[src/rtl/cpu_pkg.sv]
// rtl/cpu_pkg.sv - shared core constants, opcode/flag indices and CCR shadow FSM encoding
//
// Purpose: common definitions for the EX->MEM stage and its CCR unit.
//  DW/RW/OPW      datapath, register-index and one-hot opcode widths
//  OP_*           bit positions inside the one-hot ALU opcode
//  FLG_*          bit positions inside the {C,N,Z} condition-code register
//  shadow_state_t CCR shadow FSM states (used when CCR_SHADOW_EN is defined)
package cpu_pkg;

  localparam int DW  = 16;
  localparam int RW  = 3;
  localparam int OPW = 13;

  localparam int OP_DEC = 0;
  localparam int OP_INC = 1;
  localparam int OP_SHR = 2;
  localparam int OP_SHL = 3;
  localparam int OP_OR  = 4;
  localparam int OP_AND = 5;
  localparam int OP_SUB = 6;
  localparam int OP_ADD = 7;
  localparam int OP_MOV = 8;
  localparam int OP_NOT = 9;
  localparam int OP_NOP = 10;
  localparam int OP_IN  = 11;
  localparam int OP_OUT = 12;

  localparam int FLG_Z = 0;
  localparam int FLG_N = 1;
  localparam int FLG_C = 2;

  typedef enum logic {
    ST_IDLE  = 1'b0,
    ST_SAVED = 1'b1
  } shadow_state_t;

  // Exactly one bit set; zero-hot and multi-hot opcodes leave the CCR alone.
  function automatic logic is_onehot(input logic [OPW-1:0] v);
    return (v != '0) && ((v & (v - OPW'(1))) == '0);
  endfunction

endpackage

[src/rtl/ccr_unit.sv]
// rtl/ccr_unit.sv - next-CCR logic, optional interrupt shadow FSM and CCR register
//
// Purpose: holds the architectural {C,N,Z} register and applies per-opcode update rules.
// Optional feature macro: CCR_SHADOW_EN (one-deep CCR save/restore around interrupts).
// Ports:
//  clk, rst          clock, synchronous active-high reset
//  accept            instruction leaves EX this edge (already excludes stall/flush)
//  alu_result        ALU result, used for Z/N
//  alu_carry         ALU carry out
//  alu_op            one-hot opcode
//  setc, clrc        force C to 1 / 0 (setc wins)
//  int_save          interrupt taken: save CCR (CCR_SHADOW_EN only)
//  int_restore       RTI: restore CCR (CCR_SHADOW_EN only)
//  ccr               registered {C,N,Z}
module ccr_unit
  import cpu_pkg::*;
(
  input  logic          clk,
  input  logic          rst,
  input  logic          accept,
  input  logic [DW-1:0] alu_result,
  input  logic          alu_carry,
  input  logic [OPW-1:0] alu_op,
  input  logic          setc,
  input  logic          clrc,
  input  logic          int_save,
  input  logic          int_restore,
  output logic [2:0]    ccr
);

  logic [2:0] ccr_next;
  logic       upd_zn;
  logic       upd_c;
  logic       restore_fire;
  logic [2:0] restore_val;

  always_comb begin
    upd_zn = 1'b0;
    upd_c  = 1'b0;
    if (is_onehot(alu_op)) begin
      upd_zn = alu_op[OP_NOT] | alu_op[OP_ADD] | alu_op[OP_SUB] | alu_op[OP_AND] |
               alu_op[OP_OR]  | alu_op[OP_INC] | alu_op[OP_DEC] | alu_op[OP_SHL] |
               alu_op[OP_SHR];
      upd_c  = alu_op[OP_ADD] | alu_op[OP_INC] | alu_op[OP_SHL] | alu_op[OP_SHR];
    end

    ccr_next = ccr;
    if (upd_zn) begin
      ccr_next[FLG_Z] = (alu_result == '0);
      ccr_next[FLG_N] = alu_result[DW-1];
    end
    if (upd_c) begin
      ccr_next[FLG_C] = alu_carry;
    end
    // Explicit carry instructions override whatever the opcode did to C.
    if (setc) begin
      ccr_next[FLG_C] = 1'b1;
    end else if (clrc) begin
      ccr_next[FLG_C] = 1'b0;
    end
  end

`ifdef CCR_SHADOW_EN
  shadow_state_t state;
  logic [2:0]    shadow;

  assign restore_fire = (state == ST_SAVED) && int_restore;
  assign restore_val  = shadow;

  // Save captures the CCR as it stands before this edge's instruction update.
  // A same-cycle restore suppresses the save; only one level of nesting.
  always_ff @(posedge clk) begin
    if (rst) begin
      state  <= ST_IDLE;
      shadow <= 3'b000;
    end else begin
      case (state)
        ST_IDLE: begin
          if (int_save && !int_restore) begin
            shadow <= ccr;
            state  <= ST_SAVED;
          end
        end
        ST_SAVED: begin
          if (int_restore) begin
            state <= ST_IDLE;
          end
        end
        default: state <= ST_IDLE;
      endcase
    end
  end
`else
  logic unused_int;
  assign unused_int   = int_save ^ int_restore;
  assign restore_fire = 1'b0;
  assign restore_val  = 3'b000;
`endif

  always_ff @(posedge clk) begin
    if (rst) begin
      ccr <= 3'b000;
    end else if (restore_fire) begin
      ccr <= restore_val;
    end else if (accept) begin
      ccr <= ccr_next;
    end
  end

endmodule

[src/rtl/ex_mem_stage.sv]
// rtl/ex_mem_stage.sv - EX->MEM pipeline register with CCR and forwarding source
//
// Purpose: registers ALU result and control fields into MEM, owns the CCR via ccr_unit,
// supports stall/flush and drives the MEM->EX forwarding path.
// Optional feature macro: CCR_SHADOW_EN (passed through to ccr_unit).
// Ports:
//  clk, rst                       clock, synchronous active-high reset
//  ex_valid, ex_ready             EX handshake; ex_ready = !mem_stall
//  alu_result, alu_carry, alu_op  ALU outputs and one-hot opcode
//  ex_rdst, ex_reg_write, ex_mem_read, ex_mem_write, ex_setc, ex_clrc   EX control
//  mem_stall, flush               hold stage / squash EX instruction
//  int_save, int_restore          CCR shadow control
//  mem_*                          registered MEM-stage fields
//  ccr                            {C,N,Z}
//  fwd_valid, fwd_rdst, fwd_data  forwarding source to EX
module ex_mem_stage
  import cpu_pkg::*;
(
  input  logic           clk,
  input  logic           rst,
  input  logic           ex_valid,
  output logic           ex_ready,
  input  logic [DW-1:0]  alu_result,
  input  logic           alu_carry,
  input  logic [OPW-1:0] alu_op,
  input  logic [RW-1:0]  ex_rdst,
  input  logic           ex_reg_write,
  input  logic           ex_mem_read,
  input  logic           ex_mem_write,
  input  logic           ex_setc,
  input  logic           ex_clrc,
  input  logic           mem_stall,
  input  logic           flush,
  input  logic           int_save,
  input  logic           int_restore,
  output logic           mem_valid,
  output logic [DW-1:0]  mem_result,
  output logic [RW-1:0]  mem_rdst,
  output logic           mem_reg_write,
  output logic           mem_mem_read,
  output logic           mem_mem_write,
  output logic [2:0]     ccr,
  output logic           fwd_valid,
  output logic [RW-1:0]  fwd_rdst,
  output logic [DW-1:0]  fwd_data
);

  logic accept;

  assign ex_ready = !mem_stall;
  assign accept   = ex_valid && !flush && !mem_stall;

  // Controls are gated with accept so a bubble can never write state downstream.
  always_ff @(posedge clk) begin
    if (rst) begin
      mem_valid     <= 1'b0;
      mem_result    <= '0;
      mem_rdst      <= '0;
      mem_reg_write <= 1'b0;
      mem_mem_read  <= 1'b0;
      mem_mem_write <= 1'b0;
    end else if (!mem_stall) begin
      mem_valid     <= accept;
      mem_result    <= alu_result;
      mem_rdst      <= ex_rdst;
      mem_reg_write <= accept && ex_reg_write;
      mem_mem_read  <= accept && ex_mem_read;
      mem_mem_write <= accept && ex_mem_write;
    end
  end

  ccr_unit u_ccr (
    .clk         (clk),
    .rst         (rst),
    .accept      (accept),
    .alu_result  (alu_result),
    .alu_carry   (alu_carry),
    .alu_op      (alu_op),
    .setc        (ex_setc),
    .clrc        (ex_clrc),
    .int_save    (int_save),
    .int_restore (int_restore),
    .ccr         (ccr)
  );

  assign fwd_valid = mem_valid && mem_reg_write;
  assign fwd_rdst  = mem_rdst;
  assign fwd_data  = mem_result;

endmodule

[config.mk]
export PLATFORM = sky130hd
export DESIGN_NAME = ex_mem_stage
export DESIGN_NICKNAME = d
export VERILOG_FILES = /design/src/rtl/cpu_pkg.sv /design/src/rtl/ccr_unit.sv /design/src/rtl/ex_mem_stage.sv
export SDC_FILE = /design/constraint.sdc
export NUM_CORES = 1
export LEC_CHECK = 0
export CAP_MARGIN = 20
export CORE_MARGIN = 2
export CORE_UTILIZATION = 37
export DETAILED_ROUTE_END_ITERATION = 6
export GPL_TIMING_DRIVEN = 0
export PLACE_DENSITY_LB_ADDON = 0.3
export SLEW_MARGIN = 15
export SYNTH_ARGS = -nofsm -noshare
export SYNTH_HDL_FRONTEND = slang
export SYNTH_SLANG_ARGS = --single-unit
[constraint.sdc]
create_clock -name clk -period 5.6 [get_ports clk]
set_clock_uncertainty 0.2 [all_clocks]
set_input_delay 1.12 -clock clk [delete_from_list [all_inputs] [get_ports clk]]
set_output_delay 1.12 -clock clk [all_outputs]
set_load 0.1 [all_outputs]
==> results of run 1 <==
## final timing paths
| kind | from | cells past startpoint | end |
|---|---|---|---|
| setup reg to reg | u_ccr.ccr[2] | 3 | u_ccr.ccr[2] |
| hold / removal | u_ccr.ccr[1] | 2 | u_ccr.ccr[1] |
| hold reg to reg | u_ccr.ccr[1] | 2 | u_ccr.ccr[1] |
| setup / recovery | mem_stall | 4 | ex_ready |
## state kept, by name (all words and copies together) (netlist names)
| name | count |
|---|---|
| fwd_data | 16 |
| fwd_rdst | 3 |
| u_ccr.ccr | 3 |
| mem_mem_read | 1 |
| mem_mem_write | 1 |
| mem_reg_write | 1 |
| mem_valid | 1 |
## final cells by class
class,instances,share of cell area
Inverter,2,0.003256
Clock buffer,3,0.009767
Clock inverter,1,0.01302
Buffer,25,0.07271
Tap cell,46,0.02496
Sequential cell,26,0.2257
Multi-Input combinational cell,91,0.2686
Timing Repair Buffer,88,0.3820
## routing by layer
metal	part of all wire	up-vias
li1	-	675
met1	0.43	603
met2	0.50	45
met3	0.061	2
met4	0.0049	0
met5	0	-
## power by group
group          leakage (µW)  switching [µW]  total [µW]  internal [µW]
registers          0.000214            6.92         201            194
clock network     0.0000279            55.9         128           72.4
logic              0.000696             162         238           75.5
total              0.000938             225         567            342
## cell usage in the layout, fill, tap and decap left out
| cell | synthesis | routed |
|---|---|---|
| sky130_fd_sc_hd__xor2_1 | 1 | 1 |
| sky130_fd_sc_hd__o21ai_0 | 1 | 1 |
| sky130_fd_sc_hd__inv_1 | 2 | 2 |
| sky130_fd_sc_hd__mux2_1 | 1 | 1 |
| sky130_fd_sc_hd__clkbuf_1 | 2 | 2 |
| sky130_fd_sc_hd__clkbuf_4 | 0 | 3 |
| sky130_fd_sc_hd__nand4_1 | 2 | 2 |
| sky130_fd_sc_hd__buf_1 | 2 | 2 |
| sky130_fd_sc_hd__nand2b_1 | 3 | 3 |
| sky130_fd_sc_hd__o211ai_1 | 1 | 1 |
| sky130_fd_sc_hd__nor3b_4 | 1 | 1 |
| sky130_fd_sc_hd__nor4_2 | 2 | 2 |
| sky130_fd_sc_hd__nor3_2 | 1 | 1 |
| sky130_fd_sc_hd__a21oi_1 | 3 | 3 |
| sky130_fd_sc_hd__a311oi_2 | 1 | 1 |
| sky130_fd_sc_hd__or4_1 | 2 | 2 |
| sky130_fd_sc_hd__nand3_1 | 3 | 3 |
| sky130_fd_sc_hd__buf_4 | 19 | 19 |
| sky130_fd_sc_hd__a22oi_1 | 6 | 6 |
| sky130_fd_sc_hd__dfxtp_1 | 26 | 26 |
| sky130_fd_sc_hd__and2_1 | 1 | 1 |
| sky130_fd_sc_hd__o311ai_1 | 1 | 1 |
| sky130_fd_sc_hd__clkdlybuf4s50_1 | 0 | 88 |
| sky130_fd_sc_hd__mux2i_1 | 22 | 22 |
| sky130_fd_sc_hd__nor4_1 | 6 | 6 |
| sky130_fd_sc_hd__nand2_1 | 4 | 4 |
| sky130_fd_sc_hd__buf_2 | 2 | 2 |
| sky130_fd_sc_hd__bufinv_16 | 0 | 1 |
| sky130_fd_sc_hd__nor2_1 | 29 | 29 |
## per-stage QoR
stage	cells	hold slack, ns	worst slack [ns]	utilization
after floorplan	144	0.7202	2.101	-
after global placement	278	0.2614	1.415	0.6700
after detailed placement	278	0.2698	1.410	0.6700
after CTS	282	0.2899	1.412	0.6856
after global routing	282	0.3205	1.336	0.6856
final	282	0.2866	1.425	0.6856
## tightest hold or removal path, cell delays in order (launching register included)
cell,delay [ns]
sky130_fd_sc_hd__dfxtp_1,0.34
sky130_fd_sc_hd__nand2b_1,0.06
sky130_fd_sc_hd__mux2i_1,0.06
## cells by family after synthesis
logic type,after synthesis,synth area share
and+or+nand+nor,54,0.2150
buffers and inverters,27,0.1332
DFF,26,0.3958
muxes,23,0.1760
AOI/OAI and AO/OA,13,0.07325
xor gates and xnor gates,1,0.006662
==> impl_metrics.ini, run 1 <==
[global_route]
antenna_violations_before_repair = 0
grt_pass1_vias = 1262
use_met3 = 0.05179
global_route_wire_length_before_repair_mm = 5.582
globalRoute.busiestLayer = met2
pin_count_of_the_biggest_net_entering_global_routing = 16
use_met2 = 0.3039
met1_usage = 0.1998
global_route.usage.total = 0.1700
globalRoute.totalOverflow = 0

[critical_path]
cp_slowest_stage_delay_ns = 0.98
worstSetupPathType = in -> out
critPathTopFamily = buffers and inverters
cp_max_fo = 10
worst_ep_required_time_ns = 4.28
rrSetupSlack_ns = 4.46
cells_traversed_along_the_worst_timing_path = buf_2, buf_1, inv_1, clkdlybuf4s50_1
timing.critical_path.arrival_ns = 2.86
critical_path_buf_inv_count = 4
slowest_stage = sky130_fd_sc_hd__clkdlybuf4s50_1
critical_path.endpoint_type = output port
nature_of_the_critical_path_startpoint = input port

[sta]
timing_max_transition_violations_final = 0
fmax_mhz = 239.5
worst_slew_pin_slew_ns = 0.9821
unrepaired_setup_endpoints_after_global_routing = no
finalHoldViolCount = 0
period_minus_slack_ns = 4.175
timing.setup.tns_ns = 0
timing.final.setup_violations = 0
layout_worst_path_cycle_share = 0.7456
slew_headroom = 0.3432

[outcome]
outcome = complete, no violations

[layout]
multiInputGateArea_um2 = 619.3
nFillCells = 298
area.growth.synth_to_final_pct = 75.36
num-nets-final = 282
layout.cell_area.non_filler_um2 = 2306
drive_gt1_frac = 0.1271
antenna_cells_inserted = 0
sequential_cell_area_um2 = 520.5

[logic_synthesis]
post_syn_nets = 189
number_of_flops_mapped_to_enable_cells_by_yosys = 0
netlist-cell-type-count = 26
synthesis.area_um2 = 1315
synth.yosys.seq_area_share = 0.3958
post_synth_most_frequent_cells = sky130_fd_sc_hd__nor2_1, sky130_fd_sc_hd__dfxtp_1, sky130_fd_sc_hd__mux2i_1
synthTopCellsByArea = sky130_fd_sc_hd__dfxtp_1, sky130_fd_sc_hd__mux2i_1, sky130_fd_sc_hd__buf_4
synth-async-reset-ratio = 0
avgSynthCellArea_um2 = 9.132
synthDominantCellAreaShare = 0.3958
yosys_warnings = 0
post_synth_inst_count = 144
post-synth-top-area-cell = sky130_fd_sc_hd__dfxtp_1
yosys_reg_bits = 26
synth_top_flop_cell = sky130_fd_sc_hd__dfxtp_1
post-synth-top-count-cell = sky130_fd_sc_hd__nor2_1

[placed_design]
place.detailed.hpwl_mm = 2.898
port_buf_inserts = 88
detailed_place.area_um2 = 2253
routability_congestion = 0.8372

[power]
static-leakage-power_uw = 0.0009378
total_power_uw = 567.1
power_per_cell_area_nw_per_um2 = 245.9
vdd_ir_drop_max_uv = 189.2

[clocking]
cts-resized-gates = 0
clkLatencyLatePin_ns = 0.33
post_cts.repair.setup_buffers = 0
clk_transition_reported_paths_ns = 0.14
htree_num_levels = 1
cts_num_sinks = 26
cts_max_path_buffers = 2
ctsRootBufferMaster = sky130_fd_sc_hd__clkbuf_4
ctsHoldBuffers = 0
cts_tree = built
cts_made_buffers = 3

[die]
die_height_um = 63.62
floorplan.initialDensity = 0.3910
die_x_um = 63.62
num_io_pins = 92
core_region_area_um2 = 3363
die_area_um2 = 4047
fp-row-count = 21

[routing]
drc_viols = 0
wl_cell_um = 12.43
drt_iter0_drc = 58
postRouteAntennaNets = 0
num_vias = 1325
routed_via_density = 4.699
drt_wl_total_mm = 3.505
drt_first_pass_iters = 4

[run]
maxCapViolCount = 0

[min_path]
hold_path.class = reg -> reg
No activity file was read; power rests on OpenSTA's default activity.
==> run 2: changes to the inputs <==
--- a/config.mk
+++ b/config.mk
@@ -7,7 +7,7 @@
 export LEC_CHECK = 0
 export CAP_MARGIN = 20
 export CORE_MARGIN = 2
-export CORE_UTILIZATION = 37
+export CORE_UTILIZATION = 31
 export DETAILED_ROUTE_END_ITERATION = 6
 export GPL_TIMING_DRIVEN = 0
 export PLACE_DENSITY_LB_ADDON = 0.3
==> constraint.sdc (replaced) <==
create_clock -name clk -period 3.6 [get_ports clk]
set_clock_uncertainty 0.2 [all_clocks]
set_input_delay 0.72 -clock clk [delete_from_list [all_inputs] [get_ports clk]]
set_output_delay 0.72 -clock clk [all_outputs]
set_load 0.1 [all_outputs]
==> impl_metrics.ini, run 2 (synthesis results as in run 1) <==
[critical_path]
critical_path_buf_inv_count = 4
slowest_stage = sky130_fd_sc_hd__clkdlybuf4s50_1
critPathTopFamily = buffers and inverters
cp_slowest_stage_delay_ns = 0.98
worstReg2RegStart = u_ccr.ccr[2]
cp_max_fo = 10
source_of_the_critical_timing_path = mem_stall
timing.critical_path.arrival_ns = 2.47
worst_ep_required_time_ns = 2.68
nature_of_the_critical_path_startpoint = input port
critical_path.endpoint_type = output port
cells_traversed_along_the_worst_timing_path = buf_2, buf_1, inv_1, clkdlybuf4s50_1
worstSetupPathType = in -> out

[clocking]
htree_num_levels = 1
ctsHoldBuffers = 0
cts_made_buffers = 3
cts-resized-gates = 0
cts_num_sinks = 26
clk_transition_reported_paths_ns = 0.09
cts_tree = built
cts_max_path_buffers = 2
post_cts.repair.setup_buffers = 0
ctsRootBufferMaster = sky130_fd_sc_hd__clkbuf_8
clkLatencyLatePin_ns = 0.27

[die]
floorplan.initialDensity = 0.3264
num_io_pins = 92
die_height_um = 69.13
fp-row-count = 23
die_area_um2 = 4779
core_region_area_um2 = 4029
die_x_um = 69.13

[routing]
drt_iter0_drc = 44
num_vias = 1335
routed_via_density = 4.668
postRouteAntennaNets = 0
drc_viols = 0
drt_wl_total_mm = 3.598
wl_cell_um = 12.58
drt_first_pass_iters = 4

[min_path]
worst_min_path_start = u_ccr.ccr[0]
hold_path.class = reg -> reg

[placed_design]
routability_congestion = 0.7689
detailed_place.area_um2 = 2258
port_buf_inserts = 88
place.detailed.hpwl_mm = 2.846

[sta]
period_minus_slack_ns = 3.387
layout_worst_path_cycle_share = 0.9408
finalHoldViolCount = 0
timing.final.setup_violations = 0
slew_headroom = 0.3449
fmax_mhz = 295.3
timing_max_transition_violations_final = 0
unrepaired_setup_endpoints_after_global_routing = no
timing.setup.tns_ns = 0
worst_slew_pin_slew_ns = 0.9796

[layout]
num-nets-final = 282
mostFrequentLayoutCells = sky130_fd_sc_hd__clkdlybuf4s50_1, sky130_fd_sc_hd__nor2_1, sky130_fd_sc_hd__dfxtp_1
fin_util = 0.5783
layout.cells.most_common = sky130_fd_sc_hd__clkdlybuf4s50_1
largest_reg_flops = 16
drive_gt1_frac = 0.1271
layout.cell_area.non_filler_um2 = 2330
antenna_cells_inserted = 0
area.growth.synth_to_final_pct = 77.16

[power]
p_switching_uw = 359.2
power_per_cell_area_nw_per_um2 = 398.0
static-leakage-power_uw = 0.0009456
comb_power_share = 0.398
power_frac_seq = 0.337
switching_share = 0.3873
p_clk_frac = 0.265
vdd_ir_drop_max_uv = 213.2
intPower_uw = 568.2

[global_route]
antenna_violations_before_repair = 0
global_route.usage.total = 0.1540
global_route_wire_length_before_repair_mm = 6.085
globalRoute.totalOverflow = 0
grt_pass1_vias = 1331
pin_count_of_the_biggest_net_entering_global_routing = 16

[run]
maxCapViolCount = 0

[outcome]
outcome = complete, no violations
[run 2: cell counts in the layout (fill, tap and decap cells not counted)]
No cell type changed its count.
[run 2: power by group through the flow]
stage	registers, µW	logic (µW)	clock network (µW)
final	313	369	245
after CTS	313	371	250
after global routing	315	383	260
after floorplan	419	155	0
after global placement	319	368	0
after detailed placement	319	370	0
[run 2: layout make-up]
cell class                 count  area [µm²]
clock buffer                   3       41.29
fill                         368        1699
sequential                    26       520.5
buffer                        25       167.7
timing repair buffer          88       880.8
tap                           50       62.56
multi-input combinational     91       619.3
clock inverter                 1       30.03
inverter                       2       7.507
[run 2: worst register-to-register path, delay by kind of cell (launching register included)]
family           cells  cell delay [ns]
flip-flops           1             0.32
AO/OA/AOI/OAI        1             0.15
multiplexers         1             0.30
AND/OR/NAND/NOR      1             0.05
[run 2: final timing paths]
kind	end	slack (ns)	cells after the start
worst min-delay path	u_ccr.ccr[0]	0.28	2
worst max-delay path	ex_ready	0.21	4
worst min register to register	u_ccr.ccr[0]	0.28	2
worst max register to register	u_ccr.ccr[2]	2.48	3
[run 2: stage by stage]
stage | cells | worst slack (ns) | power [µW] | hold slack [ns]
after global routing | 286 | 0.05164 | 958.8 | 0.3317
after global placement | 282 | 0.1888 | 687.2 | 0.2632
after detailed placement | 282 | 0.1886 | 689.6 | 0.2730
after floorplan | 144 | 0.8666 | 574.4 | 0.6639
after CTS | 286 | 0.1885 | 934.5 | 0.2886
final | 286 | 0.2131 | 927.3 | 0.2836
[run 2: metal layers]
| metal | share of wire | GRT usage | up-vias | routed length [µm] |
|---|---|---|---|---|
| li1 | - | - | 673 | - |
| met4 | 0.015 | 0.05882 | 0 | 53 |
| met3 | 0.076 | 0.03801 | 5 | 272 |
| met1 | 0.46 | 0.1989 | 597 | 1644 |
| met2 | 0.45 | 0.2468 | 60 | 1627 |
| met5 | 0 | 0 | - | 0 |
==> run 3: changes to the inputs <==
--- a/config.mk
+++ b/config.mk
@@ -5,12 +5,14 @@
 export SDC_FILE = /design/constraint.sdc
 export NUM_CORES = 1
 export LEC_CHECK = 0
+export ABC_CLOCK_PERIOD_IN_PS = 3600
 export CAP_MARGIN = 20
 export CORE_MARGIN = 2
 export CORE_UTILIZATION = 31
+export CTS_CLUSTER_SIZE = 16
 export DETAILED_ROUTE_END_ITERATION = 6
 export GPL_TIMING_DRIVEN = 0
-export PLACE_DENSITY_LB_ADDON = 0.3
+export PLACE_DENSITY = 0.75
 export SLEW_MARGIN = 15
 export SYNTH_ARGS = -nofsm -noshare
 export SYNTH_HDL_FRONTEND = slang
==> impl_metrics.ini, run 3 (synthesis results as in run 1) <==
[critical_path]
worstReg2RegStart = u_ccr.ccr[2]
cp_max_fo = 10
timing.critical_path.arrival_ns = 2.47
slowest_stage = sky130_fd_sc_hd__clkdlybuf4s50_1
worstSetupPathType = in -> out
cp_slowest_stage_delay_ns = 0.98
worst_ep_required_time_ns = 2.68
ff2ff_path_depth = 3
critical_path.endpoint_type = output port
cells_traversed_along_the_worst_timing_path = buf_2, buf_1, inv_1, clkdlybuf4s50_1
nature_of_the_critical_path_startpoint = input port
rrSetupSlack_ns = 2.47
r2r-end = u_ccr.ccr[2]

[die]
floorplan.initialDensity = 0.3264
die_height_um = 69.13
die_x_um = 69.13
core_region_area_um2 = 4029
num_io_pins = 92
die_area_um2 = 4779
fp-row-count = 23

[min_path]
min_path_cells = 2
worst_min_path_start = u_ccr.ccr[1]
hold_critical_path_endpoint = u_ccr.ccr[1]
hold_path.class = reg -> reg

[sta]
period_minus_slack_ns = 3.390
timing.setup.tns_ns = 0
layout_worst_path_cycle_share = 0.9417
worst_slew_pin_slew_ns = 0.9798
timing.final.setup_violations = 0
timing.final.ws_setup_ns = 0.2101
finalHoldViolCount = 0
timing_max_transition_violations_final = 0
fmax_mhz = 295.0
slew_headroom = 0.3448
unrepaired_setup_endpoints_after_global_routing = no

[layout]
sequential_cell_area_um2 = 520.5
largest_reg_flops = 16
drive_gt1_frac = 0.1271
multiInputGateArea_um2 = 619.3
nFillCells = 388
layout.cells.most_common = sky130_fd_sc_hd__clkdlybuf4s50_1
area.growth.synth_to_final_pct = 77.16
antenna_cells_inserted = 0
mostFrequentLayoutCells = sky130_fd_sc_hd__clkdlybuf4s50_1, sky130_fd_sc_hd__nor2_1, sky130_fd_sc_hd__dfxtp_1
num-nets-final = 282

[placed_design]
place.detailed.hpwl_mm = 2.667
dpl_worst_slack_ns = 0.1860
port_buf_inserts = 88
routability_congestion = 0.7639

[clocking]
ctsHoldBuffers = 0
cts_tree = built
ctsRootBufferMaster = sky130_fd_sc_hd__clkbuf_8
cts-resized-gates = 0
cts_made_buffers = 3
post_cts.repair.setup_buffers = 0
cts_num_sinks = 26
clk_transition_reported_paths_ns = 0.09
cts_max_path_buffers = 2
clkLatencyLatePin_ns = 0.27
htree_num_levels = 1

[routing]
drt_wl_total_mm = 3.370
wl_cell_um = 11.78
routed_via_density = 4.671
drc_viols = 0
drt_iter0_drc = 54
num_vias = 1336
postRouteAntennaNets = 0
drt_first_pass_iters = 4

[global_route]
grt_pass1_vias = 1309
pin_count_of_the_biggest_net_entering_global_routing = 16
globalRoute.totalOverflow = 0
global_route_wire_length_before_repair_mm = 5.782
global_route.usage.total = 0.1419
antenna_violations_before_repair = 0

[power]
vdd_ir_drop_max_uv = 193.7
static-leakage-power_uw = 0.0009456
power_per_cell_area_nw_per_um2 = 396.6

[run]
maxCapViolCount = 0

[outcome]
outcome = complete, no violations
[run 3: cell type report]
type                            instances  area share
Buffer                                 25     0.07197
Clock buffer                            3     0.01772
Clock inverter                          1     0.01289
Inverter                                2    0.003222
Multi-Input combinational cell         91      0.2658
Sequential cell                        26      0.2234
Tap cell                               50     0.02685
Timing Repair Buffer                   88      0.3781
[run 3: per-stage QoR]
| stage | std cells | util | power (µW) | hold WS, ns | cell area, µm² |
|---|---|---|---|---|---|
| after floorplan | 144 | - | 574.4 | 0.6639 | 1315 |
| after global placement | 282 | 0.5606 | 686.7 | 0.2601 | 2258 |
| after detailed placement | 282 | 0.5606 | 688.7 | 0.2695 | 2258 |
| after CTS | 286 | 0.5783 | 933.9 | 0.2854 | 2330 |
| after global routing | 286 | 0.5783 | 956.9 | 0.3210 | 2330 |
| final | 286 | 0.5783 | 923.9 | 0.2845 | 2330 |
[run 3: how the worst max path moves through the flow]
stage	startpoint	end	slack [ns]	depth (start not counted)
2_1_floorplan	mem_reg_write	fwd_valid	0.87	1
3_3_place_gp	mem_stall	ex_ready	0.18	4
3_5_place_dp	mem_stall	ex_ready	0.19	4
4_1_cts	mem_stall	ex_ready	0.18	4
5_1_grt	mem_stall	ex_ready	0.11	4
6_report	mem_stall	ex_ready	0.21	4
[run 3: where the power goes]
part,switching (µW),internal [µW],leakage (µW),total [µW]
registers,10.4,302,0.000214,312
clock network,94.8,149,0.0000357,244
logic,251,117,0.000696,368
total,356,568,0.000946,924
[run 3: critical path: cells and delay by family]
kind,cells,cell delay [ns]
buffers and inverters,4,1.74
[run 3: metal layers]
metal	share of wire	global-route usage
met5	0	0
met3	0.085	0.04094
met2	0.46	0.2382
met1	0.45	0.1769
met4	0.0050	0.03922
